[config.mk]
export PLATFORM = sky130hd
export DESIGN_NAME = fpga_rst_seq
export DESIGN_NICKNAME = d
export VERILOG_FILES = /design/src/rtl/fpga_rst_pkg.sv /design/src/rtl/fpga_sync_ff.sv /design/src/rtl/fpga_rst_seq.sv
export SDC_FILE = /design/constraint.sdc
export NUM_CORES = 1
export LEC_CHECK = 0
export ABC_CLOCK_PERIOD_IN_PS = 2350
export BUFFER_PORTS_ARGS = -buffer_cell sky130_fd_sc_hd__buf_2
export CORE_MARGIN = 1.5
export CORE_UTILIZATION = 42
export CTS_CLUSTER_SIZE = 25
export DETAILED_ROUTE_END_ITERATION = 8
export GPL_TIMING_DRIVEN = 0
export PLACE_DENSITY = 0.64
export SLEW_MARGIN = 20
export SYNTH_ARGS = -nofsm -noshare
export SYNTH_HDL_FRONTEND = slang
export SYNTH_SLANG_ARGS = --single-unit
[constraint.sdc]
create_clock -name clk_i -period 2.35 [get_ports clk_i]
set_input_delay 0.235 -clock clk_i [delete_from_list [all_inputs] [get_ports clk_i]]
set_output_delay 0.235 -clock clk_i [all_outputs]
set_load 0.02 [all_outputs]
[src/rtl/fpga_rst_pkg.sv]
// ============================================================================
//  Module      : fpga_rst_pkg
//  Description : Shared types and constants for the FPGA board reset sequencer.
//  Revision    : 1.0 - initial release
// ============================================================================
`default_nettype none

package fpga_rst_pkg;

    typedef enum logic [1:0] {
        S_HOLD     = 2'd0,
        S_RUN      = 2'd1,
        S_WAIT_REL = 2'd2
    } state_e;

    localparam logic [1:0] RST_CAUSE_POR = 2'b00;
    localparam logic [1:0] RST_CAUSE_BTN = 2'b01;
    localparam logic [1:0] RST_CAUSE_WDT = 2'b10;

    // Width of a counter that must reach n-1; never narrower than one bit.
    function automatic int cnt_width(input int n);
        return (n < 2) ? 1 : $clog2(n);
    endfunction

endpackage

`default_nettype wire

[src/rtl/fpga_sync_ff.sv]
// ============================================================================
//  Module      : fpga_sync_ff
//  Description : N-stage single-bit synchronizer, async active-high reset.
//  Revision    : 1.0 - initial release
// ============================================================================
`default_nettype none

module fpga_sync_ff
    import fpga_rst_pkg::*;
#(
    parameter int   STAGES    = 2,
    parameter logic RESET_VAL = 1'b0
) (
    input  logic clk_i,
    input  logic rst_i,
    input  logic d_i,
    output logic q_o
);

    logic [STAGES-1:0] sync_q;

    always_ff @(posedge clk_i or posedge rst_i) begin
        if (rst_i) begin
            sync_q <= {STAGES{RESET_VAL}};
        end else begin
            sync_q <= {sync_q[STAGES-2:0], d_i};
        end
    end

    assign q_o = sync_q[STAGES-1];

endmodule

`default_nettype wire

[src/rtl/fpga_rst_seq.sv]
// ============================================================================
//  Module      : fpga_rst_seq
//  Description : Board reset sequencer: debounced button, stretched SoC reset,
//                reset-cause capture. Optional watchdog with FPGA_RST_WDT_EN.
//  Revision    : 1.0 - initial release
// ============================================================================
`default_nettype none

module fpga_rst_seq
    import fpga_rst_pkg::*;
#(
    parameter int SYNC_STAGES  = 2,
    parameter int DEBOUNCE_CYC = 50000,
    parameter int HOLD_CYC     = 1024,
    parameter int WDT_CYC      = 2**24
) (
    input  logic       clk_i,
    input  logic       rst_i,
    input  logic       btn_rst_n_i,
    input  logic       wdt_kick_i,
    output logic       soc_rst_n_o,
    output logic [1:0] rst_cause_o
);

    localparam int DEB_W  = cnt_width(DEBOUNCE_CYC);
    localparam int HOLD_W = cnt_width(HOLD_CYC);
    localparam logic [DEB_W-1:0]  DEB_LAST  = DEB_W'(DEBOUNCE_CYC - 1);
    localparam logic [HOLD_W-1:0] HOLD_LAST = HOLD_W'(HOLD_CYC - 1);

    logic              w_rst_rel;
    logic              w_rst;
    logic              w_btn_s;
    logic              w_wdt_expire;
    logic              w_leave_run;
    logic [DEB_W-1:0]  deb_cnt_q, deb_cnt_d;
    logic              btn_deb_q, btn_deb_d;
    logic [HOLD_W-1:0] hold_cnt_q;
    state_e            state_q;
    logic              soc_rst_n_q;
    logic [1:0]        cause_q;

    // Assertion follows rst_i at once through the flop's async clear.
    fpga_sync_ff #(.STAGES(SYNC_STAGES), .RESET_VAL(1'b0)) u_rst_sync (
        .clk_i (clk_i),
        .rst_i (rst_i),
        .d_i   (1'b1),
        .q_o   (w_rst_rel)
    );
    assign w_rst = ~w_rst_rel;

    fpga_sync_ff #(.STAGES(SYNC_STAGES), .RESET_VAL(1'b1)) u_btn_sync (
        .clk_i (clk_i),
        .rst_i (w_rst),
        .d_i   (btn_rst_n_i),
        .q_o   (w_btn_s)
    );

    always_comb begin
        deb_cnt_d = '0;
        btn_deb_d = btn_deb_q;
        if (w_btn_s != btn_deb_q) begin
            if (deb_cnt_q == DEB_LAST) begin
                btn_deb_d = w_btn_s;
            end else begin
                deb_cnt_d = deb_cnt_q + 1'b1;
            end
        end
    end

    always_ff @(posedge clk_i or posedge w_rst) begin
        if (w_rst) begin
            deb_cnt_q <= '0;
            btn_deb_q <= 1'b1;
        end else begin
            deb_cnt_q <= deb_cnt_d;
            btn_deb_q <= btn_deb_d;
        end
    end

    assign w_leave_run = (state_q == S_RUN) && (!btn_deb_q || w_wdt_expire);

`ifdef FPGA_RST_WDT_EN
    localparam int WDT_W = cnt_width(WDT_CYC);
    localparam logic [WDT_W-1:0] WDT_LAST = WDT_W'(WDT_CYC - 1);

    logic             w_kick_s;
    logic             w_kick_edge;
    logic             kick_prev_q;
    logic             wdt_armed_q;
    logic [WDT_W-1:0] wdt_cnt_q;

    fpga_sync_ff #(.STAGES(SYNC_STAGES), .RESET_VAL(1'b0)) u_kick_sync (
        .clk_i (clk_i),
        .rst_i (w_rst),
        .d_i   (wdt_kick_i),
        .q_o   (w_kick_s)
    );

    assign w_kick_edge  = w_kick_s ^ kick_prev_q;
    assign w_wdt_expire = wdt_armed_q && (wdt_cnt_q == WDT_LAST) && !w_kick_edge;

    always_ff @(posedge clk_i or posedge w_rst) begin
        if (w_rst) begin
            kick_prev_q <= 1'b0;
            wdt_armed_q <= 1'b0;
            wdt_cnt_q   <= '0;
        end else begin
            kick_prev_q <= w_kick_s;
            if ((state_q != S_RUN) || w_leave_run) begin
                wdt_armed_q <= 1'b0;
                wdt_cnt_q   <= '0;
            end else if (w_kick_edge) begin
                wdt_armed_q <= 1'b1;
                wdt_cnt_q   <= '0;
            end else if (wdt_armed_q) begin
                wdt_cnt_q   <= wdt_cnt_q + 1'b1;
            end
        end
    end
`else
    logic w_unused_cfg;
    assign w_unused_cfg = wdt_kick_i & (WDT_CYC != 0);
    assign w_wdt_expire = 1'b0;
`endif

    // Button is checked first so a coincident press takes priority over expiry.
    always_ff @(posedge clk_i or posedge w_rst) begin
        if (w_rst) begin
            state_q     <= S_HOLD;
            hold_cnt_q  <= '0;
            soc_rst_n_q <= 1'b0;
            cause_q     <= RST_CAUSE_POR;
        end else begin
            hold_cnt_q <= '0;
            case (state_q)
                S_HOLD: begin
                    if (hold_cnt_q == HOLD_LAST) begin
                        if (!btn_deb_q) begin
                            state_q     <= S_WAIT_REL;
                            soc_rst_n_q <= 1'b0;
                        end else begin
                            state_q     <= S_RUN;
                            soc_rst_n_q <= 1'b1;
                        end
                    end else begin
                        hold_cnt_q <= hold_cnt_q + 1'b1;
                    end
                end
                S_RUN: begin
                    if (!btn_deb_q) begin
                        state_q     <= S_WAIT_REL;
                        soc_rst_n_q <= 1'b0;
                        cause_q     <= RST_CAUSE_BTN;
                    end else if (w_wdt_expire) begin
                        state_q     <= S_HOLD;
                        soc_rst_n_q <= 1'b0;
                        cause_q     <= RST_CAUSE_WDT;
                    end
                end
                S_WAIT_REL: begin
                    if (btn_deb_q) begin
                        state_q <= S_HOLD;
                    end
                end
                default: begin
                    state_q     <= S_HOLD;
                    soc_rst_n_q <= 1'b0;
                end
            endcase
        end
    end

    assign soc_rst_n_o = soc_rst_n_q;
    assign rst_cause_o = cause_q;

endmodule

`default_nettype wire
; ---- After elaboration in Yosys (flattened, before gate mapping)
; Cells that the tools add are included.
[totals]
latch_bits = 0
ramBits = 0
reg_bits = 35
mem_count = 0
wordCells = 38
rom_bits = 0
[op_classes]
eq_ne = 8
div = 0
n_reduce_logical = 5
n_mux = 13
n_lt_le_gt_ge = 0
bitwise = 2
mul = 0
addsub = 2
shift = 0
[ops]
columns = cell, count
row1 = 16-bit two-way mux, 2
row2 = 10-bit two-way mux, 2
row3 = "16-bit by 1-bit adder with 16-bit output, second input constant", 1
row4 = "16-bit == test, second input constant", 1
row5 = "10-bit by 1-bit adder with 10-bit output, second input constant", 1
row6 = "10-bit == test, second input constant", 1
row7 = 2-bit two-way mux, 4
row8 = "2-bit inequality test, second input constant", 3
row9 = 2-bit one-hot mux with 3 select lines, 1
row10 = 3-bit AND reduction, 2
row11 = 2-bit AND reduction, 2
row12 = 1-bit two-way mux, 3
row13 = 1-bit one-hot mux with 3 select lines, 1
row14 = "2-bit by 1-bit == test with 1-bit output, second input constant", 1
row15 = "2-bit == test, second input constant", 1
row16 = 2-bit logical NOT, 1
row17 = 1-bit NOT, 2
row18 = 1-bit inequality test, 1

; ---- Depth between registers and ports, before layout
; Gate-level depths: netlist of run 1.
[logic_depth]
word_depth = 3
mapped_depth = 6
depth_no_buf = 5

; ---- By module
; A second synthesis of run 1 with hierarchy kept.
[unflattened]
hier_cells = 154
hier_area_um2 = 1606.5
[modules_own_cells]
columns = module, cells_each, seq_area_each_um2, area_each_um2, n_inst
row1 = fpga_rst_seq, 148, 777.0, 1496.4, 1
row2 = fpga_sync_ff at u_btn_sync, 3, 52.6, 56.3, 1
row3 = fpga_sync_ff at u_rst_sync, 3, 50.0, 53.8, 1

; ---- Worst setup path before layout of run 1
; No wires, ideal clock.
[synth_timing]
path_type = reg2reg
start = register deb_cnt_q[12]
end = register deb_cnt_q[10]
t_required_ps = 2231
setup_slack_ps = 714
path_stages_with_launch = 6
path_buffers = 1
t_arrival_ps = 1517
period_less_slack_ps = 1636
cell_sequence = dfrtp_1 nor4_1 nand3_1 o41ai_4 buf_6 nor2_1
[synth_between]
elab_chain_cells = 3
[synth_lines]
columns = element, line_no
row1 = start: declaration, fpga_rst_seq.sv:35  ; logic [DEB_W-1:0] deb_cnt_q, deb_cnt_d;
row2 = start signal: assignment, fpga_rst_seq.sv:75  ; deb_cnt_q <= deb_cnt_d;
row3 = 16-bit == test, fpga_rst_seq.sv:62  ; if (deb_cnt_q == DEB_LAST) begin
row4 = 16-bit two-way mux, fpga_rst_seq.sv:62
row5 = 16-bit two-way mux, fpga_rst_seq.sv:61  ; if (w_btn_s != btn_deb_q) begin
row6 = via deb_cnt_d[10], fpga_rst_seq.sv:35
; The timed path passes the listed nets, and every way through them passes these cells.
; A chain may end at the register's enable or synchronous reset.

; ---- Worst setup path in the final report of run 1
[layout_timing]
start = register deb_cnt_q[12]
end = register deb_cnt_q[0]
; The elaborated chain is that of the path after synthesis.

==> results.ini, run 1 <==
[run_status]
status = complete, no violations

[critical_path]
regToRegEndpoint = deb_cnt_q[0]
crit_start = deb_cnt_q[12]
path_buf_inv = 1
cp_top_family = compound AO/OA/AOI/OAI gates
crit_arrival_ns = 1.99
end_kind = register
r2r_cells = 5
r2r_slack_ns = 0.53
cp_slowest_cell = o41ai_4
reg2reg_from = deb_cnt_q[12]
start_kind = register
path_cells = nor4_1, nand3_1, o41ai_4, buf_6, nor2_1
required_ns = 2.52
critPathKind = reg -> reg
worst-path-max-fanout = 10
slowest_delay_ns = 0.56

[power]
finalPower_mw = 1.060
power_leakage_nw = 0.7432
comb_power_share = 0.022
p_sw_frac = 0.2165
irDropWorstVdd_v = 0.0002799
pwr-share-clk = 0.386
powerDensity_nw_per_um2 = 604.0
pwr-share-seq = 0.592
power.net_switching_mw = 0.2294
p_int_mw = 0.8302

[min_path]
whs_path_depth = 1
hold_path.class = in -> reg
min_from = btn_rst_n_i
whs_endpoint = u_btn_sync.sync_q[0]

[clocking]
h-tree-depth = 2
clk-insertion-delay-late_ns = 0.28
cts_sinks = 35
cts_made_buffers = 5
clockBufferDepth = 2
cts_resized = 0
cts_root_buf = clkbuf_8
cts_tree = done
ctsHoldBuffers = 1
postCtsSetupBuffers = 0
clk_pin_slew_worst_paths_ns = 0.06

[synth]
synth_area_per_cell_um2 = 10.27
ys_warn_count = 0
synth-seq-cells = 35
ys_seq_area_frac = 0.5562
synth_mux_area_frac = 0.007120
synth_area_um2 = 1582
synthAdderAreaFrac = 0.01582
synthDistinctLibCells = 26
yosys.area_share.simple = 0.2160
synth_nets = 160
synth_cells = 154
synth-compound-area-share = 0.03402
synth_top_family_by_area = simple AND/OR/NAND/NOR gates
synth_xor_area_frac = 0.1274

[timing]
finalHoldViolCount = 0
period_share = 0.7728
post-route-min-period_ns = 1.816
finClkSkew_ns = 0.003970
final-setup-viol-count = 0
rsz0062_at_grt = false
worst_pin_slew_ns = 0.6981
max_freq_mhz = 550.7
tns_ns = 0
finalMaxSlewViolations = 0
timing.slew.headroom = 0.5346

[placed_design]
dp.cells = 206
place_area_um2 = 1663
numPortBuffers = 4
gp_congestion = 0.8343
dpl.hpwl_mm = 1.820

[job]
cap_violations = 0

[drt]
via_per_inst = 4.935
drt_iter0_drc = 51
ant_nets = 0
wire_per_inst_um = 11.72
wirelength_mm = 2.520
firstDrtPassIters = 4
drc = 0
vias = 1061

[die]
ios = 7
die_w_um = 64.37
die_h_um = 64.37
core_area_um2 = 3633
std_cell_rows = 22
die_area_um2 = 4143
initial_core_util = 0.4353

[final_layout]
final_nets = 172
area_growth_syn_to_layout_pct = 10.92
antennaDiodeCount = 0
drive_gt1_frac = 0.1198
layoutNonFillerInstCount = 215
finalInstanceArea_um2 = 1754
layout_common_cells = 33 x nor2_1, 31 x dfrtp_1, 15 x xnor2_1
final_common_cell = nor2_1

[global_routing]
first_global_vias = 1057
grt_pass1_wl_mm = 4.609
gr-usage-all-layers = 0.1440
grt-ovfl-total = 0
antenna_found_initial = 0
grt_max_degree = 34

[layout make-up]
| type | instances | area [um2] |
|---|---|---|
| clock inverters | 1 | 5.005 |
| plain buffers | 3 | 23.77 |
| flip-flops and latches | 35 | 880.8 |
| repair buffers | 5 | 30.03 |
| multi-input cells | 106 | 640.6 |
| fillers | 372 | 1879 |
| well taps | 48 | 60.06 |
| clock buffers | 7 | 76.32 |
| inverters | 10 | 37.54 |
[how the worst max path moves through the flow]
stage	depth (start not counted)	slack, ns	to
after global routing	5	0.39	deb_cnt_q[9]
after floorplan	5	0.71	deb_cnt_q[10]
after CTS	5	0.51	deb_cnt_q[0]
final	5	0.53	deb_cnt_q[0]
after detailed placement	5	0.52	deb_cnt_q[0]
after global placement	5	0.55	deb_cnt_q[14]
[state kept, by name (all words and copies together), names as in the netlist]
signal / cells
rst_cause_o: 1
hold_cnt_q: 10
deb_cnt_q: 16
u_btn_sync.sync_q: 2
u_rst_sync.sync_q: 2
btn_deb_q: 1
soc_rst_n_o: 1
state_q: 2
[power by group through the flow]
| stage | registers [mW] | logic [mW] | clock network, mW |
|---|---|---|---|
| after floorplan | 0.635 | 0.0173 | 0 |
| after global placement | 0.639 | 0.0212 | 0 |
| after detailed placement | 0.640 | 0.0223 | 0 |
| after CTS | 0.628 | 0.0236 | 0.429 |
| after global routing | 0.630 | 0.0260 | 0.450 |
| final | 0.627 | 0.0231 | 0.409 |
[synth_stat cells]
master / number / area [um2]
a21oi_1: 2 / 10.01
and2_1: 1 / 6.260
and4_1: 1 / 8.760
buf_2: 1 / 5.000
buf_4: 1 / 7.510
buf_6: 1 / 11.26
conb_1: 2 / 7.510
dfrtp_1: 32 / 800.8
dfstp_2: 3 / 78.83
ha_1: 2 / 25.02
inv_1: 10 / 37.54
mux2_2: 1 / 11.26
nand2_1: 8 / 30.03
nand2b_1: 1 / 6.260
nand3_1: 8 / 40.04
nand4_1: 6 / 37.54
nor2_1: 33 / 123.9
nor3_1: 6 / 30.03
nor4_1: 7 / 43.79
o31ai_1: 1 / 7.510
o32ai_1: 1 / 8.760
o41ai_4: 1 / 27.53
or3_1: 1 / 6.260
or3b_2: 1 / 8.760
xnor2_1: 15 / 131.4
xor2_1: 8 / 70.07
[metrics by stage]
stage | util | setup slack [ns] | hold WS [ns]
2_1_floorplan | - | 0.7139 | -0.02382
3_3_place_gp | 0.4573 | 0.5528 | 0.08086
4_1_cts | 0.4828 | 0.5138 | 0.03356
5_1_grt | 0.4828 | 0.3928 | 0.02891
6_report | 0.4828 | 0.5340 | 0.04559
3_5_place_dp | 0.4576 | 0.5233 | 0.08794
[layer usage]
metal / share of wire / wire [um] / global-route usage / vias to the layer above
li1: - / - / - / 527
met1: 0.49 / 1223 / 0.1726 / 517
met2: 0.46 / 1170 / 0.2357 / 11
met3: 0.033 / 82 / 0.05282 / 6
met4: 0.017 / 44 / 0.05585 / 0
met5: 0 / 0 / 0 / -
[cells by family (layout without fill, tap and decap cells)]
group           count (synthesis)  in the layout
simple gates                   73             73
flops                          35             35
xor+xnor                       23             23
buf+inv                        13             26
compound gates                  5              5
fa+ha+maj                       2              2
other cells                     2              2
mux                             1              1
No activity file was read; power rests on OpenSTA's default activity.
==> run 2, diff against run 1 <==
--- a/config.mk
+++ b/config.mk
@@ -5,7 +5,7 @@
 export SDC_FILE = /design/constraint.sdc
 export NUM_CORES = 1
 export LEC_CHECK = 0
-export ABC_CLOCK_PERIOD_IN_PS = 2350
+export ABC_CLOCK_PERIOD_IN_PS = 1900
 export BUFFER_PORTS_ARGS = -buffer_cell sky130_fd_sc_hd__buf_2
 export CORE_MARGIN = 1.5
 export CORE_UTILIZATION = 42
==> constraint.sdc (replaced) <==
create_clock -name clk_i -period 1.9 [get_ports clk_i]
set_input_delay 0.19 -clock clk_i [delete_from_list [all_inputs] [get_ports clk_i]]
set_output_delay 0.19 -clock clk_i [all_outputs]
set_load 0.02 [all_outputs]
==> run 2 against run 1 <==
Sequential cell count unchanged. Critical path type unchanged. Largest cell class unchanged. Global-route usage up 0.075 points. Non-clock buffer count up 1.
==> results.ini, run 2 (synthesis results as in run 1) <==
[run_status]
status = complete, no violations

[clocking]
clockBufferDepth = 2
cts_made_buffers = 5
h-tree-depth = 2
clk-insertion-delay-late_ns = 0.28
cts_sinks = 35
cts_tree = done
cts_root_buf = clkbuf_8
postCtsSetupBuffers = 0
clk_pin_slew_worst_paths_ns = 0.06

[timing]
period_share = 0.9174
finalMaxSlewViolations = 0
post-route-worst-setup-slack_ns = 0.1569
post-route-min-period_ns = 1.743
timing.slew.headroom = 0.5304
tns_ns = 0
worst_pin_slew_ns = 0.7044
max_freq_mhz = 573.7
final-setup-viol-count = 0
rsz0062_at_grt = false
finalHoldViolCount = 0
finClkSkew_ns = 0.003910

[drt]
vias = 1066
drt_iter0_drc = 43
ant_nets = 0
drc = 0
wire_per_inst_um = 11.81
via_per_inst = 4.935
wirelength_mm = 2.551
firstDrtPassIters = 4

[final_layout]
final_nets = 173
antennaDiodeCount = 0
layout_common_cells = 33 x nor2_1, 31 x dfrtp_1, 15 x xnor2_1
n_fill_cell = 371
final_common_cell = nor2_1
largest_register_ffs = 16
seq_area_um2 = 880.8
drive_gt1_frac = 0.1250
area_growth_syn_to_layout_pct = 11.87
finalInstanceArea_um2 = 1769
top_regs = deb_cnt_q: 16 flops, hold_cnt_q: 10 flops
multi_input_area_um2 = 645.6
top_register = deb_cnt_q

[global_routing]
grt_pass1_wl_mm = 4.636
first_global_vias = 1069
antenna_found_initial = 0
gr-usage-all-layers = 0.1448
grt_max_degree = 34
grt-ovfl-total = 0

[placed_design]
gp_congestion = 0.8343
dpl.hpwl_mm = 1.820
dpl_worst_slack_ns = 0.07325
place_area_um2 = 1663
numPortBuffers = 4

[critical_path]
start_kind = register
crit_arrival_ns = 1.92
end_kind = register
critPathKind = reg -> reg
r2r_slack_ns = 0.16
crit_start = deb_cnt_q[0]
path_cells = ha_1, nand3_1, o41ai_4, buf_6, nor2_1
required_ns = 2.08
slowest_delay_ns = 0.54
worst-path-max-fanout = 10
reg2reg_from = deb_cnt_q[0]
cp_slowest_cell = o41ai_4

[die]
core_area_um2 = 3633
std_cell_rows = 22
initial_core_util = 0.4353
die_h_um = 64.37
ios = 7
die_w_um = 64.37
die_area_um2 = 4143

[power]
power_leakage_nw = 0.7474
powerDensity_nw_per_um2 = 740.8
irDropWorstVdd_v = 0.0003472

[min_path]
hold_path.class = in -> async

[job]
cap_violations = 0

==> run 2: metrics by stage <==
step / power, mW / hold slack (ns) / utilization / cells
6_report: 1.311 / 0.2917 / 0.4869 / 216
3_5_place_dp: 0.8187 / 0.04294 / 0.4576 / 206
5_1_grt: 1.368 / 0.2889 / 0.4869 / 216
3_3_place_gp: 0.8162 / 0.03586 / 0.4573 / 206
2_1_floorplan: 0.8066 / -0.06882 / - / 154
4_1_cts: 1.338 / 0.2769 / 0.4855 / 216
==> run 2: repair_timing <==
action                                  in CTS  in global routing
hold endpoints to repair                     3                  0
gates resized for setup                      0                  1
endpoints found under the setup margin       0                 17
hold buffers                                 2                  0
==> run 2: path summary, 6_finish.rpt <==
| check | to | cells past startpoint |
|---|---|---|
| worst max-delay path | deb_cnt_q[10] | 5 |
| worst min-delay path | u_rst_sync.sync_q[1] | 3 |
| worst max register to register | deb_cnt_q[10] | 5 |
| worst min register to register | deb_cnt_q[2] | 0 |
| max in group asynchronous | hold_cnt_q[6] | 0 |
| min in group clk_i | u_btn_sync.sync_q[1] | 0 |
==> run 2: routing by layer <==
metal  global-route usage  share of wire  vias to the layer above
li1                     -              -                      530
met1               0.1726           0.50                      521
met2               0.2383           0.45                        9
met3              0.05282          0.030                        6
met4              0.05585          0.017                        0
met5                    0              0                        -
==> run 2: area by class of cell <==
| type | instances | share of cell area |
|---|---|---|
| buffer | 3 | 0.01344 |
| clock buffer | 7 | 0.04314 |
| clock inverter | 1 | 0.002829 |
| inverter | 10 | 0.02122 |
| multi-input combinational | 106 | 0.3649 |
| sequential | 35 | 0.4979 |
| tap | 48 | 0.03395 |
| timing repair buffer | 6 | 0.02263 |
==> run 2: where the power goes <==
part           internal, mW  switching, mW
clock                 0.257          0.247
sequential            0.757         0.0194
combinational        0.0149         0.0156
==> run 2: critical path: cells and delay by family (launching register included) <==
family	cells	cell delay [ns]
and+or+nand+nor	2	0.25
adders and majority gates	1	0.22
buffers and inverters	1	0.22
AOI/OAI and AO/OA	1	0.54
DFF	1	0.39
